**config.mk**
```make
export PLATFORM = sky130hd
export DESIGN_NAME = xram_arb
export DESIGN_NICKNAME = d
export VERILOG_FILES = /design/src/rtl/xram_arb.sv
export SDC_FILE = /design/constraint.sdc
export NUM_CORES = 1
export LEC_CHECK = 0
export ABC_AREA = 1
export ABC_CLOCK_PERIOD_IN_PS = 1020
export BUFFER_PORTS_ARGS = -buffer_cell sky130_fd_sc_hd__buf_2
export CAP_MARGIN = 20
export CORE_MARGIN = 2
export CORE_UTILIZATION = 27
export DETAILED_ROUTE_END_ITERATION = 6
export GPL_TIMING_DRIVEN = 0
export PLACE_DENSITY = 0.88
export SETUP_SLACK_MARGIN = 0.1
export SYNTH_ARGS = -nofsm -noshare
export SYNTH_HDL_FRONTEND = slang
export SYNTH_SLANG_ARGS = --single-unit
```
**constraint.sdc**
```tcl
create_clock -name clk -period 1.02 [get_ports clk]
set_input_delay 0.051 -clock clk [delete_from_list [all_inputs] [get_ports clk]]
set_output_delay 0.051 -clock clk [all_outputs]
set_load 0.005 [all_outputs]
```
**src/rtl/xram_arb.sv**
```systemverilog
// Two-master round-robin arbiter in front of a single XRAM port (m0 copy engine, m1 crypto).
// Define XRAM_ARB_TIMEOUT_EN to abort stalled grants after TIMEOUT cycles and flag err.
module xram_arb #(
  parameter logic [7:0] TIMEOUT = 8'd255
) (
  input  logic        clk,
  input  logic        rst,
  input  logic [15:0] m0_addr,
  input  logic [15:0] m1_addr,
  input  logic [7:0]  m0_data_in,
  input  logic [7:0]  m1_data_in,
  input  logic        m0_stb,
  input  logic        m1_stb,
  input  logic        m0_wr,
  input  logic        m1_wr,
  output logic        m0_ack,
  output logic        m1_ack,
  output logic [7:0]  m0_data_out,
  output logic [7:0]  m1_data_out,
  output logic [15:0] xram_addr,
  output logic [7:0]  xram_data_out,
  output logic        xram_stb,
  output logic        xram_wr,
  input  logic [7:0]  xram_data_in,
  input  logic        xram_ack,
  output logic [1:0]  owner,
  input  logic        err_clr,
  output logic        err
);

  typedef enum logic [0:0] {StIdle, StBusy} state_e;

  state_e      state_q, state_d;
  logic [1:0]  owner_q, owner_d;
  logic        last_q, last_d;  // 1: m1 was granted most recently
  logic        busy, own_stb, oth_stb, beat, to_fire, pick_m0;
  logic [7:0]  rdata;

`ifdef XRAM_ARB_TIMEOUT_EN
  logic [7:0] cnt_q;
  logic       err_q;

  assign to_fire = busy && own_stb && !xram_ack && (cnt_q == TIMEOUT);
  assign err     = err_q;

  always_ff @(posedge clk or negedge rst) begin
    if (!rst) begin
      cnt_q <= 8'd0;
      err_q <= 1'b0;
    end else begin
      if (!busy || beat || (owner_d != owner_q)) begin
        cnt_q <= 8'd0;
      end else if (!xram_ack) begin
        cnt_q <= cnt_q + 8'd1;
      end
      // A timeout on the same edge as err_clr wins.
      if (to_fire) begin
        err_q <= 1'b1;
      end else if (err_clr) begin
        err_q <= 1'b0;
      end
    end
  end
`else
  localparam logic [7:0] unused_timeout = TIMEOUT;
  logic unused_err_clr;

  assign unused_err_clr = err_clr;
  assign to_fire        = 1'b0;
  assign err            = 1'b0;
`endif

  always_comb begin
    busy    = (state_q == StBusy);
    own_stb = (owner_q[0] && m0_stb) || (owner_q[1] && m1_stb);
    oth_stb = (owner_q[0] && m1_stb) || (owner_q[1] && m0_stb);
    beat    = busy && own_stb && (xram_ack || to_fire);
    rdata   = xram_ack ? xram_data_in : 8'hFF;

    m0_ack      = beat && owner_q[0];
    m1_ack      = beat && owner_q[1];
    m0_data_out = m0_ack ? rdata : 8'h00;
    m1_data_out = m1_ack ? rdata : 8'h00;
    owner       = owner_q;

    xram_addr     = 16'h0000;
    xram_data_out = 8'h00;
    xram_stb      = 1'b0;
    xram_wr       = 1'b0;
    if (busy && owner_q[0]) begin
      xram_addr     = m0_addr;
      xram_data_out = m0_data_in;
      xram_stb      = m0_stb;
      xram_wr       = m0_wr;
    end else if (busy && owner_q[1]) begin
      xram_addr     = m1_addr;
      xram_data_out = m1_data_in;
      xram_stb      = m1_stb;
      xram_wr       = m1_wr;
    end
  end

  always_comb begin
    state_d = state_q;
    owner_d = owner_q;
    last_d  = last_q;
    // On a tie the master not granted last wins.
    pick_m0 = (m0_stb && m1_stb) ? last_q : m0_stb;
    unique case (state_q)
      StIdle: begin
        if (m0_stb || m1_stb) begin
          state_d = StBusy;
          owner_d = pick_m0 ? 2'b01 : 2'b10;
          last_d  = !pick_m0;
        end
      end
      StBusy: begin
        if (!own_stb) begin
          state_d = StIdle;
          owner_d = 2'b00;
          last_d  = owner_q[1];
        end else if (beat && oth_stb) begin
          owner_d = ~owner_q;
          last_d  = owner_q[0];
        end
      end
      default: begin
        state_d = StIdle;
        owner_d = 2'b00;
      end
    endcase
  end

  always_ff @(posedge clk or negedge rst) begin
    if (!rst) begin
      state_q <= StIdle;
      owner_q <= 2'b00;
      last_q  <= 1'b1;
    end else begin
      state_q <= state_d;
      owner_q <= owner_d;
      last_q  <= last_d;
    end
  end

endmodule

```
==> flow_metrics.py, run 1 <==
metrics = {
    "floorplanning": {
        "rows": 19,
        "pin_count": 111,
        "core-area_um2": 2710,
        "floorplan.die.width_um": 57.1,
        "start_util_pct": 28.1,
        "floorplan.die.height_um": 57.1,
        "die_outline_area_um2": 3260,
    },
    "timing": {
        "grt_setup_unrepaired": "yes",
        "final_min_period_over_clock_period_pct": 141,
        "final-hold-violation-count": 0,
        "finalClockSkew_ps": 4.63,
        "worst_hold_slack_ps": 141,
        "timing_max_transition_violations_final": 0,
        "layout_setup_ws_ps": -423,
        "tns_ps": -18470,
        "layout_min_cycle_time_ps": 1440,
        "finalSetupViolations": 48,
        "maxClockFrequency_mhz": 693,
    },
    "route": {
        "via_per_inst": 4.54,
        "drt_iter0_drc": 105,
        "ant_nets": 0,
        "avgRoutedWirePerCell_um": 10.6,
        "detailroute.via_count": 1448,
        "post-route-drc-count": 0,
        "wirelength_um": 3380,
        "detailedRoute.firstPassIterationCount": 4,
    },
    "cts": {
        "clock_sinks": 4,
        "clock-root-buffer": "clkbuf_4",
        "cts_buffer_count": 3,
        "ctsHtreeMaxLevel": 1,
        "tritoncts_clock_tree": "yes",
        "clk_path_buf_depth": 2,
        "cts.clk_slew.worst_paths_ps": 50,
        "worst_skew_pair.late_latency_ps": 250,
    },
    "yosys": {
        "synth_area_leader": "nand2_1",
        "netlist_instances": 157,
        "synth.yosys.seq_area_share_pct": 13.3,
        "mappedNetlistNets": 221,
        "ys_async_rst_share_pct": 100,
        "netlist.area_leader.share_pct": 37.5,
        "synth.distinct_cells": 18,
        "synth.ff_latch_count": 4,
        "mappedNetlistArea_um2": 761,
        "edff_count_synth": 0,
        "synth.area.top_cells": "nand2_1, o21ai_0, dfrtp_1, nor2_1, inv_1",
        "synth.top_cells.by_count": "nand2_1, o21ai_0, nor2_1, inv_1",
        "synth.avg_cell_area_um2": 4.85,
        "yosys.cell_count.top_type": "nand2_1",
        "synth_flop_cell": "dfrtp_1",
        "yosys_warnings": 0,
    },
    "final_layout": {
        "filler_cell_count": 254,
        "regArea_um2": 104,
        "finalCoreUtilization_pct": 65.8,
        "final_stage_net_count": 353,
        "num_antenna_cells": 0,
        "multiInputGateArea_um2": 669,
        "areaGrowthSynthToFinish_pct": 134,
        "final-instance-count-excl-fill": 319,
        "drive_gt1_share_pct": 58.0,
    },
    "critical_path": {
        "worstPathBufferInverterCount": 3,
        "worstPathMaxFanout": 5,
        "cp-end-kind": "primary output",
        "critPathKind": "reg2out",
        "critical_path.slowest_cell": "dfrtp_2",
        "crit_path_max_incr_delay_ps": 440,
        "worstPathRequired_ps": 970,
        "critical_path_arrival_ps": 1390,
        "timing.critical_path.cells": "inv_2 -> a21oi_4 -> buf_4 -> nand3_2 -> nor2_1 -> buf_2",
        "setup.worst_path.start_class": "flop",
        "family_with_the_most_delay_on_the_worst_path": "flip-flops",
    },
    "place": {
        "place_congestion": 0.789,
        "dpl.cell_count": 296,
        "buffer_ports.inserted": 108,
        "place.detailed.hpwl_um": 2250,
    },
    "global_route": {
        "overflow_after_grt": 0,
        "grt_pass1_wl_um": 4620,
        "globalRouteTotalUtil_pct": 17.0,
        "pin_count_of_the_biggest_net_entering_global_routing": 11,
        "number_of_antenna_violations_at_the_first_check_in_global_routing": 0,
        "vias_in_the_first_global_route": 1151,
    },
    "power": {
        "power.density_cell_area_nw_per_um2": 1860,
        "worst_ir_drop_vdd_mv": 1.42,
        "power.leakage_nw": 1.11,
    },
    "status": {
        "outcome": "finished with violations",
        "violations": "negative setup slack",
    },
    "hold_path": {
        "hp-class": "in2async",
    },
    "flow_run": {
        "cap_viol_max_count": 0,
    },
}
## area by class of cell
type / instances / share of cell area, %
repair buffers: 125 / 43.2
repair inverters: 1 / 0.491
well taps: 31 / 2.18
multi-input cells: 132 / 37.5
inverters: 14 / 4.07
flip-flops and latches: 4 / 5.82
plain buffers: 8 / 5.26
clock buffers: 4 / 1.47
## worst register-to-register path: cells and delay by family, from the launching register on
| family | cells | cell delay (ps) |
|---|---|---|
| flip-flops | 1 | 370 |
| buffers and inverters | 4 | 460 |
| AND/OR/NAND/NOR | 5 | 350 |
## layer usage
layer	part of all wire [%]	track usage (%)
met1	38	19.4
met2	52	32.2
met3	8.9	2.27
met4	1.3	5.65
met5	0	0
## timing repair
item | in CTS | in global routing
pin swaps | 1 | 6
setup buffers | 6 | 8
hold endpoints to repair | 4 | 0
cloned | 1 | 5
hold buffers | 1 | 0
gates resized for setup | 8 | 31
endpoints found under the setup margin | 49 | 49
## power by group
group / internal (mW) / switching, mW
clock: 0.148 / 0.0863
combinational: 1.42 / 1.31
sequential: 0.256 / 0.0977
## path summary, 6_finish.rpt
path	slack, ps	cells after the start	endpoint	startpoint
max	-420	6	m0_data_out[1]	busy$_DFF_PN0_
min	140	2	busy$_DFF_PN0_	rst
max reg2reg	-270	9	owner[1]$_DFFE_PN0P_	owner[0]$_DFFE_PN0P_
min reg2reg	460	2	last_q$_DFFE_PN1P_	last_q$_DFFE_PN1P_
max in group asynchronous	680	2	last_q$_DFFE_PN1P_	rst
min in group clk	200	3	busy$_DFF_PN0_	m1_stb
## cell usage in the layout (no fill, tap or decap), drive strengths merged
cell	instances
dfrtp	3
nand3b	1
clkinv	1
nor2	17
dfstp	1
a21oi	1
conb	1
buf	128
dlygate4sd3	1
nand3	8
nand2	77
o21ai	25
inv	14
clkbuf	8
o21bai	1
nand4	1
## logic make-up after synthesis
family | synth area share [%]
flip-flops | 13.3
AND/OR/NAND/NOR | 54.4
AO/OA/AOI/OAI | 19.6
other | 0.493
buffers and inverters | 12.2
## state kept, by name, summed over array words and instances, names as in the netlist
| register | flops |
|---|---|
| last_q | 1 |
| owner | 2 |
| busy | 1 |
## metrics by stage
stage / area (µm²) / power, mW / setup slack, ps
finish: 1780 / 3.31 / -423
CTS: 1540 / 2.64 / -412
global placement: 1420 / 2.12 / -224
global route: 1780 / 3.60 / -510
floorplan: 842 / 1.47 / -57.5
detailed placement: 1420 / 2.15 / -243
Power figures use the tool's default switching activity.
==> run 2, diff against run 1 <==
- ABC_AREA: 1 -> unset
- CORE_UTILIZATION: 27 -> 26
- PLACE_DENSITY: 0.88 -> unset
- PLACE_DENSITY_LB_ADDON: unset -> 0.08
==> run 2 against run 1 <==
- the run still ends with negative setup slack left
- cell count is 22% lower
- via count fell by 18%
- clock power shrank 2%
- critical path type unchanged
- highest routed layer unchanged
==> flow_metrics.py, run 2 <==
metrics = {
    "final_layout": {
        "finalCoreUtilization_pct": 61.4,
        "finalInstanceArea_um2": 1660,
        "drive_gt1_share_pct": 71.7,
        "largest_reg_flops": 2,
        "areaGrowthSynthToFinish_pct": 130,
        "num_antenna_cells": 0,
        "final_stage_net_count": 284,
        "filler_cell_count": 252,
        "multiInputGateArea_um2": 651,
        "mostFrequentLayoutCells": "buf_2, a22o_1, buf_6, and2_1, buf_4",
        "regArea_um2": 104,
        "commonest_non_fill_non_tap_cell_in_the_layout": "buf_2",
    },
    "cts": {
        "cts_buffer_count": 3,
        "ctsHtreeMaxLevel": 1,
        "cts.clk_slew.worst_paths_ps": 50,
        "worst_skew_pair.late_latency_ps": 250,
        "tritoncts_clock_tree": "yes",
        "clock-root-buffer": "clkbuf_4",
        "clk_path_buf_depth": 2,
        "clock_sinks": 4,
    },
    "global_route": {
        "grt_pass1_wl_um": 4840,
        "globalRouteTotalUtil_pct": 18.3,
        "number_of_antenna_violations_at_the_first_check_in_global_routing": 0,
        "vias_in_the_first_global_route": 1163,
        "pin_count_of_the_biggest_net_entering_global_routing": 11,
        "overflow_after_grt": 0,
    },
    "hold_path": {
        "hold_depth": 2,
        "timing.hold.worst.start": "m0_stb",
        "hold-path-endpoint": "busy$_DFF_PN0_",
        "hp-class": "in2reg",
    },
    "yosys": {
        "netlist.area_leader.share_pct": 31.5,
        "synth_mux_area_share_pct": 5.19,
        "edff_count_synth": 0,
        "synth_xor_xnor_area_share_pct": 0,
        "synth.yosys.seq_area_share_pct": 14.0,
        "synth.avg_cell_area_um2": 7.95,
        "synth-simple-area-share_pct": 26.6,
        "synth-compound-area-share_pct": 42.9,
        "post_synth_fa_ha_maj_area_fraction_pct": 0,
        "yosys_warnings": 0,
        "synth.area.top_cells": "a22o_1, and2_1, dfrtp_1, buf_6, nand2_1",
        "synth_flop_cell": "dfrtp_1",
        "yosys.cell_count.top_type": "a22o_1",
        "synth.top_cells.by_count": "a22o_1, and2_1, nand2_1, buf_2",
        "synth.ff_latch_count": 4,
        "synth_area_leader": "a22o_1",
        "main_combinational_cell_family_by_area_after_synthesis": "compound AO/OA/AOI/OAI gates",
        "netlist_instances": 91,
        "mappedNetlistArea_um2": 723,
        "synth.distinct_cells": 27,
        "ys_async_rst_share_pct": 100,
        "mappedNetlistNets": 155,
    },
    "critical_path": {
        "timing.critical_path.cells": "and2_4 -> buf_12 -> clkbuf_16 -> a22o_1 -> buf_2",
        "worstPathRequired_ps": 970,
        "worstPathMaxFanout": 8,
        "setup.reg_to_reg.worst_slack_ps": -420,
        "critical_path_arrival_ps": 1430,
        "cp-startpoint": "owner[0]$_DFFE_PN0P_",
        "crit-reg2reg-capture": "owner[1]$_DFFE_PN0P_",
        "cp-end-kind": "primary output",
        "critical_path.slowest_cell": "dfrtp_2",
        "critPathKind": "reg2out",
        "crit_path_max_incr_delay_ps": 420,
        "rr_worst_depth": 5,
        "timing.rr.start": "owner[1]$_DFFE_PN0P_",
        "setup.worst_path.start_class": "flop",
    },
    "power": {
        "share_clk_of_total_power_pct": 8.0,
        "power.leakage_nw": 0.965,
        "total_switching_power_mw": 1.11,
        "power.density_cell_area_nw_per_um2": 1740,
        "swShare_pct": 38.4,
        "pwr-share-seq_pct": 10.7,
        "p_int_mw": 1.78,
        "worst_ir_drop_vdd_mv": 1.10,
        "proportion_of_power_drawn_by_combinational_gates_pct": 81.3,
    },
    "timing": {
        "layout_setup_ws_ps": -457,
        "layout_min_cycle_time_ps": 1480,
        "maxClockFrequency_mhz": 677,
        "grt_setup_unrepaired": "yes",
        "finalSetupViolations": 48,
        "timing_max_transition_violations_final": 0,
        "finalClockSkew_ps": 10.0,
        "final-hold-violation-count": 0,
        "final_min_period_over_clock_period_pct": 145,
    },
    "place": {
        "place_worst_setup_slack_ps": -344,
        "detailed_place.area_um2": 1360,
        "place.detailed.hpwl_um": 2230,
        "place_congestion": 0.726,
        "buffer_ports.inserted": 106,
    },
    "status": {
        "violations": "negative setup slack",
        "outcome": "finished with violations",
    },
    "route": {
        "drt_iter0_drc": 40,
        "wirelength_um": 3100,
        "avgRoutedWirePerCell_um": 12.4,
        "detailedRoute.firstPassIterationCount": 4,
        "via_per_inst": 4.74,
        "detailroute.via_count": 1184,
        "post-route-drc-count": 0,
        "ant_nets": 0,
    },
    "flow_run": {
        "cap_viol_max_count": 0,
    },
    "floorplanning": {
        "floorplan.die.width_um": 56.7,
        "core-area_um2": 2710,
        "die_outline_area_um2": 3220,
        "pin_count": 111,
        "start_util_pct": 26.7,
        "floorplan.die.height_um": 56.7,
        "rows": 19,
    },
}
==> run 2: layout make-up <==
| class | instances | area share [%] |
|---|---|---|
| Buffer | 10 | 7.75 |
| Tap cell | 31 | 2.33 |
| Multi-Input combinational cell | 78 | 39.1 |
| Timing Repair Buffer | 122 | 42.7 |
| Inverter | 1 | 0.226 |
| Clock buffer | 4 | 1.58 |
| Sequential cell | 4 | 6.25 |
==> run 2: metal layers <==
layer | global-route usage, % | up-vias | wire length, µm
met2 | 35.4 | 69 | 1590
met5 | 0 | - | 0
met3 | 3.92 | 4 | 324
li1 | - | 593 | -
met4 | 3.99 | 0 | 40
met1 | 20.1 | 518 | 1150
==> run 2: cells by family (layout without fill, tap and decap cells) <==
group                  count (synthesis)  in the layout
DFF                                    4              4
AOI/OAI and AO/OA                     38             38
buffers and inverters                 11            137
other                                  1              1
muxes                                  3              3
and+or+nand+nor                       34             36
==> run 2: through the flow <==
step                      instances  power, mW  hold WS (ps)  setup TNS (ps)
final                           250       2.89           121          -18750
after global routing            250       3.12           131          -21970
after CTS                       244       2.66           106          -18920
after detailed placement        228       2.10          -142          -10340
after global placement          228       2.09          -146           -9900
after floorplan                  91       1.46          -245           -3560
==> run 2: critical path: cells and delay by family (launching register included) <==
| kind | cells | cell delay [ps] |
|---|---|---|
| buf+inv | 3 | 410 |
| flops | 1 | 420 |
| simple gates | 1 | 150 |
| compound gates | 1 | 200 |
==> run 2: power groups by stage <==
stage | Sequential, mW | Combinational (mW) | Clock [mW]
2_1_floorplan | 0.334 | 1.13 | 0
4_1_cts | 0.312 | 2.10 | 0.239
3_3_place_gp | 0.363 | 1.72 | 0
5_1_grt | 0.322 | 2.55 | 0.251
3_5_place_dp | 0.361 | 1.74 | 0
6_report | 0.310 | 2.35 | 0.230
==> run 2: how the worst max path moves through the flow <==
stage,depth (start not counted),end
after floorplan,4,owner[1]$_DFFE_PN0P_
after global placement,4,owner[1]$_DFFE_PN0P_
after detailed placement,4,owner[1]$_DFFE_PN0P_
after CTS,5,xram_addr[14]
after global routing,5,xram_addr[11]
final,5,xram_addr[14]
==> run 2: what timing repair did <==
item / CTS / global route
gates resized for setup: 12 / 15
hold buffers: 1 / 0
endpoints found under the hold margin: 4 / 0
endpoints found under the setup margin: 49 / 50
pin swaps: 23 / 10
cloned: 3 / 1
buffers inserted: 8 / 5
==> run 3, diff against run 2 <==
- BUFFER_PORTS_ARGS: -buffer_cell sky130_fd_sc_hd__buf_2 -> -buffer_cell sky130_fd_sc_hd__clkbuf_2
- CORE_ASPECT_RATIO: unset -> 0.75
==> run 3 against run 2 <==
- the flow still finishes with violations (negative setup slack)
- flip-flop and latch count unchanged
- setup slack better by 53 ps
- non-clock buffer count shrank 5
- power up 5.5%
- count of clock-buffer cells in the layout is the same
- critical path depth is the same
- register-to-register slack better by 30 ps
- first-iteration DRC count fell by 75%
- clock skew fell by 5.0 ps
- combinational power hardly changed
- die area grew 0.14%
- largest cell class unchanged
==> flow_metrics.py, run 3 (synthesis gave the netlist of run 2 again) <==
metrics = {
    "global_route": {
        "vias_in_the_first_global_route": 1094,
        "globalRouteTotalUtil_pct": 18.0,
        "overflow_after_grt": 0,
        "number_of_antenna_violations_at_the_first_check_in_global_routing": 0,
        "pin_count_of_the_biggest_net_entering_global_routing": 11,
        "grt_pass1_wl_um": 4680,
    },
    "critical_path": {
        "worstPathBufferInverterCount": 3,
        "worstPathRequired_ps": 970,
        "cp-end-kind": "primary output",
        "timing.critical_path.cells": "and2_4 -> buf_12 -> buf_6 -> a22o_1 -> clkbuf_2",
        "cp-startpoint": "owner[0]$_DFFE_PN0P_",
        "critPathKind": "reg2out",
        "timing.rr.start": "owner[1]$_DFFE_PN0P_",
        "crit_path_max_incr_delay_ps": 420,
        "worstPathMaxFanout": 8,
        "critical_path.slowest_cell": "dfrtp_2",
        "family_with_the_most_delay_on_the_worst_path": "flip-flops",
        "setup.worst_path.start_class": "flop",
        "critical_path_arrival_ps": 1370,
    },
    "final_layout": {
        "final-instance-count-excl-fill": 250,
        "areaGrowthSynthToFinish_pct": 131,
        "commonest_non_fill_non_tap_cell_in_the_layout": "clkbuf_2",
        "largest_reg_flops": 2,
        "multiInputGateArea_um2": 668,
        "final_stage_net_count": 279,
        "filler_cell_count": 226,
        "regArea_um2": 104,
        "drive_gt1_share_pct": 71.5,
        "num_antenna_cells": 0,
        "mostFrequentLayoutCells": "clkbuf_2, a22o_1, buf_6, and2_1, nand2_1",
    },
    "route": {
        "detailroute.via_count": 1171,
        "drt_iter0_drc": 10,
        "via_per_inst": 4.68,
        "wirelength_um": 2970,
        "avgRoutedWirePerCell_um": 11.9,
        "post-route-drc-count": 0,
        "detailedRoute.firstPassIterationCount": 4,
        "ant_nets": 0,
    },
    "floorplanning": {
        "core-area_um2": 2620,
        "start_util_pct": 27.6,
        "pin_count": 111,
        "floorplan.die.height_um": 49.7,
        "floorplan.die.width_um": 64.9,
        "die_outline_area_um2": 3220,
        "rows": 16,
    },
    "cts": {
        "worst_skew_pair.late_latency_ps": 220,
        "ctsHtreeMaxLevel": 1,
        "tritoncts_clock_tree": "yes",
        "clock-root-buffer": "clkbuf_8",
        "clock_sinks": 4,
        "cts_buffer_count": 3,
        "cts.clk_slew.worst_paths_ps": 40,
        "clk_path_buf_depth": 2,
    },
    "place": {
        "place.detailed.hpwl_um": 2280,
        "place_worst_setup_slack_ps": -340,
        "dpl.cell_count": 233,
        "place_congestion": 0.864,
        "buffer_ports.inserted": 106,
    },
    "timing": {
        "final_min_period_over_clock_period_pct": 140,
        "grt_setup_unrepaired": "yes",
        "layout_min_cycle_time_ps": 1420,
        "timing_max_transition_violations_final": 0,
        "finalSetupViolations": 47,
        "layout_setup_ws_ps": -404,
        "finalClockSkew_ps": 5.02,
        "maxClockFrequency_mhz": 702,
        "final-hold-violation-count": 0,
    },
    "power": {
        "power.density_cell_area_nw_per_um2": 1830,
        "power.total_mw": 3.05,
        "worst_ir_drop_vdd_mv": 0.686,
        "power.leakage_nw": 0.943,
    },
    "status": {
        "outcome": "finished with violations",
        "violations": "negative setup slack",
    },
    "hold_path": {
        "hp-class": "in2async",
    },
    "flow_run": {
        "cap_viol_max_count": 0,
    },
}
run 3: timing repair:
action,in CTS,in global routing
hold endpoints to repair,4,0
hold buffers,1,0
buffers inserted,7,0
pin swaps,18,10
gates resized for setup,22,14
setup endpoints to repair,48,50
cloned,5,0
run 3: metrics by stage:
step / hold slack, ps / TNS, ps / area (µm²) / utilization (%)
global placement: -141 / -9490 / 1370 / 52.1
floorplan: -245 / -3560 / 792 / -
detailed placement: -133 / -10240 / 1370 / 52.1
global route: 164 / -19580 / 1670 / 63.6
CTS: 153 / -17110 / 1600 / 60.9
finish: 166 / -16910 / 1670 / 63.6
run 3: path summary, 6_finish.rpt:
path / depth (start not counted) / endpoint / slack (ps)
worst min-delay path: 2 / busy$_DFF_PN0_ / 170
min in group clk: 2 / busy$_DFF_PN0_ / 170
worst max-delay path: 5 / xram_data_out[3] / -400
worst min register to register: 1 / last_q$_DFFE_PN1P_ / 650
worst max register to register: 5 / owner[1]$_DFFE_PN0P_ / -390
max in group asynchronous: 2 / last_q$_DFFE_PN1P_ / 640
run 3: area by class of cell:
type	instances	area share [%]
Tap cell	36	2.70
Multi-Input combinational cell	78	40.1
Timing Repair Buffer	117	40.8
Clock buffer	4	2.70
Inverter	1	0.225
Sequential cell	4	6.23
Buffer	10	7.28
run 3: layer usage:
metal	GRT usage (%)	wire length (µm)	share of wire [%]	vias up
met5	0	0	0	-
met4	6.03	0	0	0
met3	3.88	280	9.4	0
met2	33.7	1520	51	58
met1	20.1	1170	39	528
li1	-	-	-	585
run 3: worst reg2reg max path: cells and delay by family (launching register included):
family | cells | cell delay (ps)
muxes | 1 | 300
buffers and inverters | 1 | 140
AOI/OAI and AO/OA | 3 | 460
DFF | 1 | 390
run 3: power breakdown:
part           internal, mW  total [mW]  leakage (nW)  switching (mW)
Combinational          1.38        2.38         0.875            1.00
Sequential            0.252       0.314        0.0449          0.0615
Clock                 0.267       0.354        0.0228          0.0870
